## src/rtl/matrix_stream_receiver.sv

```systemverilog
// -----------------------------------------------------------------------------
// matrix_stream_receiver
//
// Receiving end of the bicolor 8x8 LED-matrix serial link. Rebuilds the
// 2-colour x 8-row x 8-bit frame from the shift-clock / serial-data / latch /
// column-strobe stream the matrix driver sends to its shift registers. Each
// committed row is reported as a one-cycle write event and stored in an
// internal frame buffer that the host reads through a registered port.
//
// Parameters
//   SYNC_STAGES     synchronizer depth for every link input (2..4)
//   TIMEOUT_CYCLES  clk cycles without a shift edge before link_active drops
//
// Ports
//   clk          system clock
//   rst          synchronous, active-high reset
//   ser_clk      link shift clock (async); data taken on its rising edge
//   ser_data     link serial data, first bit received lands in bit 0
//   ser_latch    link storage clock; rising edge commits the shifted byte
//   col_red_n    active-low red column strobe, sampled with each shift
//   col_green_n  active-low green column strobe, sampled with each shift
//   rd_color     read colour select (0 = red, 1 = green)
//   rd_row       read row select
//   rd_data      registered frame-buffer byte, 1-cycle latency, write-first
//   wr_valid     one-cycle pulse when a row is committed
//   wr_color     colour of the committed row (valid with wr_valid)
//   wr_row       row index of the committed row (valid with wr_valid)
//   wr_data      committed byte (valid with wr_valid)
//   frame_done   one-cycle pulse together with the green row 7 write
//   err          one-cycle pulse on a rejected latch
//   err_count    saturating count of rejected latches
//   link_active  high while shift edges arrive within TIMEOUT_CYCLES
// -----------------------------------------------------------------------------
module matrix_stream_receiver #(
    parameter int SYNC_STAGES    = 2,
    parameter int TIMEOUT_CYCLES = 16384
) (
    input  logic       clk,
    input  logic       rst,
    input  logic       ser_clk,
    input  logic       ser_data,
    input  logic       ser_latch,
    input  logic       col_red_n,
    input  logic       col_green_n,
    input  logic       rd_color,
    input  logic [2:0] rd_row,
    output logic [7:0] rd_data,
    output logic       wr_valid,
    output logic       wr_color,
    output logic [2:0] wr_row,
    output logic [7:0] wr_data,
    output logic       frame_done,
    output logic       err,
    output logic [7:0] err_count,
    output logic       link_active
);

    localparam int                IDLE_W   = $clog2(TIMEOUT_CYCLES + 1);
    localparam logic [IDLE_W-1:0] IDLE_MAX = IDLE_W'(TIMEOUT_CYCLES);

    // All link inputs travel through the synchronizer together as one word.
    typedef struct packed {
        logic clk;
        logic data;
        logic latch;
        logic red_n;
        logic green_n;
    } link_t;

    // ------------------------------------------------------------------------
    // Input conditioning and edge detection
    // ------------------------------------------------------------------------
    link_t [SYNC_STAGES-1:0] sync_q;
    link_t                   raw_in;
    link_t                   link;

    logic clk_prev;
    logic latch_prev;
    logic shift_evt;
    logic latch_evt;

    assign raw_in = '{clk: ser_clk, data: ser_data, latch: ser_latch,
                      red_n: col_red_n, green_n: col_green_n};
    assign link   = sync_q[SYNC_STAGES-1];

    // Edge pulses are registered so that a shift and a latch seen together
    // reach the datapath in the same cycle and are resolved in one place.
    always_ff @(posedge clk) begin
        if (rst) begin
            sync_q     <= '0;
            clk_prev   <= 1'b0;
            latch_prev <= 1'b0;
            shift_evt  <= 1'b0;
            latch_evt  <= 1'b0;
        end else begin
            sync_q     <= {sync_q[SYNC_STAGES-2:0], raw_in};
            clk_prev   <= link.clk;
            latch_prev <= link.latch;
            shift_evt  <= link.clk & ~clk_prev;
            latch_evt  <= link.latch & ~latch_prev;
        end
    end

    // ------------------------------------------------------------------------
    // Shift / strobe bookkeeping
    // ------------------------------------------------------------------------
    logic [7:0] shift_reg;
    logic [2:0] bit_idx;
    logic [3:0] bit_cnt;
    logic [1:0] strobe_cnt;
    logic [2:0] row_cap;
    logic       color_cap;

    logic [7:0] nxt_shift_reg;
    logic [2:0] nxt_bit_idx;
    logic [3:0] nxt_bit_cnt;
    logic [1:0] nxt_strobe_cnt;
    logic [2:0] nxt_row_cap;
    logic       nxt_color_cap;
    logic       accept;
    logic       reject;

    // The shift is applied first; the latch decision looks at the post-shift
    // values so a coincident shift+latch behaves like shift-then-latch.
    always_comb begin
        // NOTE: every combinational output gets a default first so no path
        // leaves it unassigned, which would otherwise infer a latch.
        nxt_shift_reg  = shift_reg;
        nxt_bit_idx    = bit_idx;
        nxt_bit_cnt    = bit_cnt;
        nxt_strobe_cnt = strobe_cnt;
        nxt_row_cap    = row_cap;
        nxt_color_cap  = color_cap;

        if (shift_evt) begin
            nxt_shift_reg[bit_idx] = link.data;
            nxt_bit_idx            = bit_idx + 3'd1;
            if (bit_cnt != 4'd15) begin
                nxt_bit_cnt = bit_cnt + 4'd1;
            end
            if (!link.red_n && !link.green_n) begin
                // Both colours driven at once is never legal: poison the row.
                nxt_strobe_cnt = 2'd3;
            end else if (link.red_n != link.green_n) begin
                if (strobe_cnt != 2'd3) begin
                    nxt_strobe_cnt = strobe_cnt + 2'd1;
                end
                nxt_row_cap   = bit_idx;
                nxt_color_cap = ~link.green_n;
            end
        end

        accept = latch_evt && (nxt_bit_cnt == 4'd8) && (nxt_strobe_cnt == 2'd1);
        reject = latch_evt && !accept;
    end

    // NOTE: state registers use non-blocking assignments so every flop samples
    // the values from before the edge, independent of statement order.
    always_ff @(posedge clk) begin
        if (rst) begin
            shift_reg  <= '0;
            bit_idx    <= '0;
            bit_cnt    <= '0;
            strobe_cnt <= '0;
            row_cap    <= '0;
            color_cap  <= 1'b0;
        end else begin
            shift_reg <= nxt_shift_reg;
            row_cap   <= nxt_row_cap;
            color_cap <= nxt_color_cap;
            if (latch_evt) begin
                // Accepted or not, a latch always starts a fresh row.
                bit_idx    <= '0;
                bit_cnt    <= '0;
                strobe_cnt <= '0;
            end else begin
                bit_idx    <= nxt_bit_idx;
                bit_cnt    <= nxt_bit_cnt;
                strobe_cnt <= nxt_strobe_cnt;
            end
        end
    end

    // ------------------------------------------------------------------------
    // Frame buffer and read port
    // ------------------------------------------------------------------------
    logic [7:0] frame_buf [16];
    logic [3:0] wr_addr;
    logic [3:0] rd_addr;

    assign wr_addr = {nxt_color_cap, nxt_row_cap};
    assign rd_addr = {rd_color, rd_row};

    always_ff @(posedge clk) begin
        if (rst) begin
            // NOTE: the buffer is only 16 bytes of flops and must read back as
            // zero after reset, so it is cleared rather than left as RAM.
            for (int i = 0; i < 16; i++) begin
                frame_buf[i] <= '0;
            end
            rd_data <= '0;
        end else begin
            if (accept) begin
                frame_buf[wr_addr] <= nxt_shift_reg;
            end
            // Bypass gives write-first behaviour for a same-cycle read.
            if (accept && (wr_addr == rd_addr)) begin
                rd_data <= nxt_shift_reg;
            end else begin
                rd_data <= frame_buf[rd_addr];
            end
        end
    end

    // ------------------------------------------------------------------------
    // Write events, errors and link monitor
    // ------------------------------------------------------------------------
    logic [IDLE_W-1:0] idle_cnt;

    always_ff @(posedge clk) begin
        if (rst) begin
            wr_valid   <= 1'b0;
            wr_color   <= 1'b0;
            wr_row     <= '0;
            wr_data    <= '0;
            frame_done <= 1'b0;
            err        <= 1'b0;
            err_count  <= '0;
        end else begin
            wr_valid   <= accept;
            frame_done <= accept && nxt_color_cap && (nxt_row_cap == 3'd7);
            err        <= reject;
            if (accept) begin
                wr_color <= nxt_color_cap;
                wr_row   <= nxt_row_cap;
                wr_data  <= nxt_shift_reg;
            end
            if (reject && (err_count != 8'hFF)) begin
                err_count <= err_count + 8'd1;
            end
        end
    end

    // The idle counter comes out of reset already saturated, so the link
    // reads inactive until the first shift edge is actually seen.
    always_ff @(posedge clk) begin
        if (rst) begin
            idle_cnt <= IDLE_MAX;
        end else if (shift_evt) begin
            idle_cnt <= '0;
        end else if (idle_cnt != IDLE_MAX) begin
            idle_cnt <= idle_cnt + IDLE_W'(1);
        end
    end

    assign link_active = (idle_cnt < IDLE_MAX);

endmodule

```

## config.mk

```make
export PLATFORM = sky130hd
export DESIGN_NAME = matrix_stream_receiver
export DESIGN_NICKNAME = d
export VERILOG_FILES = /design/src/rtl/matrix_stream_receiver.sv
export SDC_FILE = /design/constraint.sdc
export NUM_CORES = 1
export LEC_CHECK = 0
export BUFFER_PORTS_ARGS = -buffer_cell sky130_fd_sc_hd__buf_2
export CORE_UTILIZATION = 55
export CTS_BUF_LIST = sky130_fd_sc_hd__clkbuf_8
export DETAILED_ROUTE_END_ITERATION = 7
export GPL_TIMING_DRIVEN = 0
export PLACE_DENSITY = 0.74
export SYNTH_ARGS = -nofsm -noshare
export SYNTH_HDL_FRONTEND = slang
export SYNTH_SLANG_ARGS = --single-unit
```

## constraint.sdc

```tcl
create_clock -name clk -period 3.13 [get_ports clk]
set_clock_uncertainty 0.2 [all_clocks]
set_input_delay 0.626 -clock clk [delete_from_list [all_inputs] [get_ports clk]]
set_output_delay 0.626 -clock clk [all_outputs]
set_load 0.05 [all_outputs]
```

**Yosys cells after proc, flatten, opt, wreduce, memory -nomap -nowiden**

Memory sizes are Yosys's and may differ from the RTL's. A register that Yosys moved wholly into a read port is not among the register bits.
Cells that the tools add are included.

- Add/sub/neg operators: 5
- Order comparisons: 3
- Equality and inequality tests: 8
- Multiplexer cells: 26
- Bitwise logic cells: 5
- Reduce and logical (&&, ||, !) cells: 15

Operators with widths:

| cell | number |
|---|---|
| 15-bit two-way mux | 2 |
| 8-bit two-way mux | 2 |
| 15-bit by 1-bit adder with 15-bit output, second input constant | 1 |
| 15-bit < comparator, second input constant | 1 |
| 15-bit != test, second input constant | 1 |
| 4-bit two-way mux | 3 |
| 1-bit two-way mux | 10 |
| 3-bit two-way mux | 3 |
| 8-bit by 1-bit adder with 8-bit output, second input constant | 1 |
| 8-bit bitwise mux | 1 |
| 1-bit logical AND | 8 |
| 2-bit two-way mux | 4 |
| 8-bit != test, second input constant | 1 |
| 8-bit OR reduction | 1 |
| 4-bit by 1-bit adder with 4-bit output, second input constant | 1 |
| 4-bit == test, second input constant | 1 |
| 3-bit by 4-bit < comparator with 1-bit output, second input constant | 1 |
| 4-bit != test, second input constant | 1 |
| 2-bit OR reduction | 2 |
| 3-bit by 1-bit adder with 3-bit output, second input constant | 1 |
| 1-bit demux with 3-bit select | 1 |
| 3-bit == test, second input constant | 1 |
| 3-bit by 1-bit >= comparator with 1-bit output, second input constant | 1 |
| 1-bit zero test | 3 |
| 7 further kinds | 10 |

- Flip-flop bits (word level): 73
- RAM bits: 128
- Output and inout port bits: 32
- Word-level logic and storage cells: 92
- Memories: 1

Memories:

| name | depth | bits a word | read ports | clocked after Yosys merged registers in | wr ports | RTL line | RTL |
|---|---|---|---|---|---|---|---|
| frame_buf | 16 | 8 | 1 | 1 | 16 | 187 | `logic [7:0] frame_buf [16];` |

**Depth between registers and ports, before layout**

- Word-level depth: 12
- Mapped depth: 11

**Least setup slack after synthesis**

No wires, ideal clock.

- Path type: register to register
- Start: register sync_q (netlist bit link[0])
- End: memory frame_buf[14][0] (enable)
- Library setup time: 0.334 ns
- Arrival time: 2.307 ns
- Data required time: 2.596 ns
- Setup slack: 0.288 ns
- Cell stages (with the launch flop): 11
- Path buffers: 2
- Cell sequence: dfxtp_1 inv_1 ha_1 nand2_1 or2_1 buf_2 buf_6 or3_1 a21oi_2 nand3_2 nand2b_1

RTL lines:

| what | RTL line | RTL |
|---|---|---|
| start, declared | 73 | `link_t [SYNC_STAGES-1:0] sync_q;` |
| start signal, assigned | 96 | `sync_q <= {sync_q[SYNC_STAGES-2:0], raw_in};` |
| end, declared | 187 |  |

==> flow_summary_export.csv <==
group,metric,value,unit
run_status,status,"completed",
sta,timing.final.ws_setup,0.0302,ns
sta,tns,0,ns
die,die_w,131,um
worst_setup_path,r2r_slack,0.03,ns
placed_design,io_buffers,38,
cts,clock_latency,0.51,ns
global_routing,overflow,0,
hold_path,holdPathEnd,"sync_q[2]$_SDFF_PP0_",
synth,yosysTopAreaCell,"edfxtp_1",
worst_setup_path,r2r_cells,10,
detailed_routing,drtIter0Drc,638,
power_and_ir_drop,irDropWorstVdd,0.000442,V
final_layout,regMostFlops,"frame_buf",
worst_setup_path,end_kind,"flip-flop",
global_routing,antenna_found_initial,0,
sta,tightest_slew,1.09,ns
final_layout,area_growth_syn_to_layout,15.1,%
placed_design,dp_hpwl,14600,um
detailed_routing,route.vias.total,6239,
cts,clk_pin_slew,0.06,ns
detailed_routing,dr.pass1.iters,5,
power_and_ir_drop,power.total,5.57,mW
detailed_routing,wl_per_cell,20.4,um
sta,drv_slew,0,
placed_design,place_ws,-0.263,ns
synth,syn_inst,746,
die,num_rows,46,
cts,clock-root-buffer,"clkbuf_8",
global_routing,grt_pass1_wl,34200,um
detailed_routing,viasPerCell,5.85,
sta,rsz0062_at_grt,"true",
cts,cts.htree.levels,2,
sta,hold_viol_final,0,
worst_setup_path,cp-start-kind,"flip-flop",
sta,timing.final.crit_share,0.990,
synth,async_flop_share,0,
power_and_ir_drop,p_leak,3.84,nW
synth,yosys_warnings,0,
worst_setup_path,r2r_end,"frame_buf[4][3]$_SDFFCE_PN0P_",
worst_setup_path,cp.arrival,3.10,ns
final_layout,n_antenna_cell,0,
die,die_area,17200,um2
cts,hold_buffers,0,
die,initial_utilization,0.570,
run,cap_violations,0,
sta,fmax,323,MHz
die,die_h,131,um
synth,syn_area,9180,um2
detailed_routing,ant_nets,0,
synth,synth.most_common_cell,"nor2_1",
die,io-pin-count,43,
placed_design,gp_congestion,0.906,
final_layout,fin_util,0.656,
synth,synth_common_cells,"nor2_1, edfxtp_1, dfxtp_1",
global_routing,grt_start_max_net_pins,11,
worst_setup_path,critical_path_required,3.13,ns
synth,synth_top_area_share,0.419,
cts,cts_tree,"built",
synth,syn_avg_cell_area,12.3,um2
cts,cts_buffers,36,
detailed_routing,route.detailed.drc,0,
synth,synth_ff_type,"edfxtp_1",
synth,synth_edf_count,128,
worst_setup_path,cp_max_fo,9,
final_layout,reg.largest.list,"frame_buf: 128 flops, idle_cnt: 15 flops",
synth,ys_ff_latch,209,
hold_path,hp-start,"ser_latch",
detailed_routing,wirelength,21700,um
global_routing,grt_use_total,0.261,
sta,setup_viol,0,
synth,ys_seq_area_frac,0.595,
synth,synthDistinctLibCells,52,
power_and_ir_drop,pwr_density_cell,527,nW/um2
global_routing,grt_pass1_vias,6281,
synth,synth_nets,763,
final_layout,largest_reg_flops,128,
cts,cts_sinks,209,
hold_path,hold_class,"primary input to flip-flop",
cts,clk_path_buf_depth,3,
worst_setup_path,crit_type,"flip-flop to flip-flop",
die,core,16100,um2
hold_path,min_path_cells,2,
synth,ys_top_cells_by_area,"edfxtp_1, dfxtp_1, mux4_2",
final_layout,drive_gt1_frac,0.240,
sta,max_slew_margin,0.253,
sta,post-route-min-period,3.10,ns
worst_setup_path,rr_startpoint,"link[0]$_SDFF_PP0_",
final_layout,finalNetCount,841,
==> logic make-up (layout without fill, tap and decap cells) <==
logic type / count (synthesis) / after routing / synth area share
xor gates and xnor gates: 21 / 21 / 0.0200
AOI/OAI and AO/OA: 61 / 61 / 0.0551
muxes: 63 / 63 / 0.113
buffers and inverters: 59 / 163 / 0.0346
and+or+nand+nor: 327 / 327 / 0.174
DFF: 209 / 209 / 0.595
adders and majority gates: 6 / 6 / 0.00818
==> power breakdown <==
part           total (mW)  internal, mW  leakage [nW]  switching [mW]
registers            3.02          2.99          1.98          0.0303
clock network        2.19          1.15         0.401            1.04
logic               0.362         0.143          1.46           0.219
==> timing repair <==
action	CTS	global route
cloned	0	0
pin swaps	0	2
buffers inserted	0	2
endpoints found under the setup margin	140	167
gates resized for setup	29	26
==> cell type report <==
cell class                 count  area (um2)
fill                        1219        5550
sequential                   209        5470
multi-input combinational    478        3660
clock buffer                  39         537
buffer                        48         277
tap                          216         270
timing repair buffer          40         209
clock inverter                25         103
inverter                      11        41.3
==> layer usage <==
layer,track usage,wire length [um],share of wire
met5,0,0,0
met4,0.110,702,0.032
met3,0.0475,1750,0.080
met2,0.428,10600,0.49
met1,0.343,8630,0.40
==> worst max-delay path, stage by stage (launching register included) <==
cell	delay (ns)
dfxtp_4	0.37
inv_1	0.10
ha_4	0.29
nand2_1	0.06
or2_1	0.20
buf_2	0.17
mux2i_4	0.31
nor2b_1	0.18
clkbuf_1	0.33
nand3_2	0.33
nand2b_4	0.25
==> cells in the final DEF (no fill, tap or decap), types with 14 or more instances in the layout <==
cell type,count
a211oi_1,14
nand2_1,19
dfxtp_1,80
inv_1,30
nor2_1,187
mux2i_1,22
clkbuf_1,23
nor2b_1,27
edfxtp_1,128
mux4_2,32
clkbuf_8,39
buf_2,51
==> worst max path at each step <==
stage,startpoint,end,slack (ns)
6_report,link[0]$_SDFF_PP0_,frame_buf[4][3]$_SDFFCE_PN0P_,0.03
2_1_floorplan,link[0]$_SDFF_PP0_,frame_buf[14][0]$_SDFFCE_PN0P_,0.29
3_5_place_dp,link[0]$_SDFF_PP0_,frame_buf[5][6]$_SDFFCE_PN0P_,-0.26
4_1_cts,link[0]$_SDFF_PP0_,frame_buf[4][3]$_SDFFCE_PN0P_,0.004
5_1_grt,link[0]$_SDFF_PP0_,frame_buf[12][0]$_SDFFCE_PN0P_,-0.14
3_3_place_gp,bit_idx[0]$_SDFFE_PP0P_,frame_buf[15][3]$_SDFFCE_PN0P_,-0.28
==> stage by stage <==
stage,hold slack (ns),area [um2],cells
finish,0.132,10600,1066
global route,0.122,10600,1066
CTS,0.107,10400,1064
detailed placement,0.176,9650,1000
global placement,0.172,9640,1000
floorplan,0.167,9180,746
Note: power is estimated with default switching activity, not from simulation.
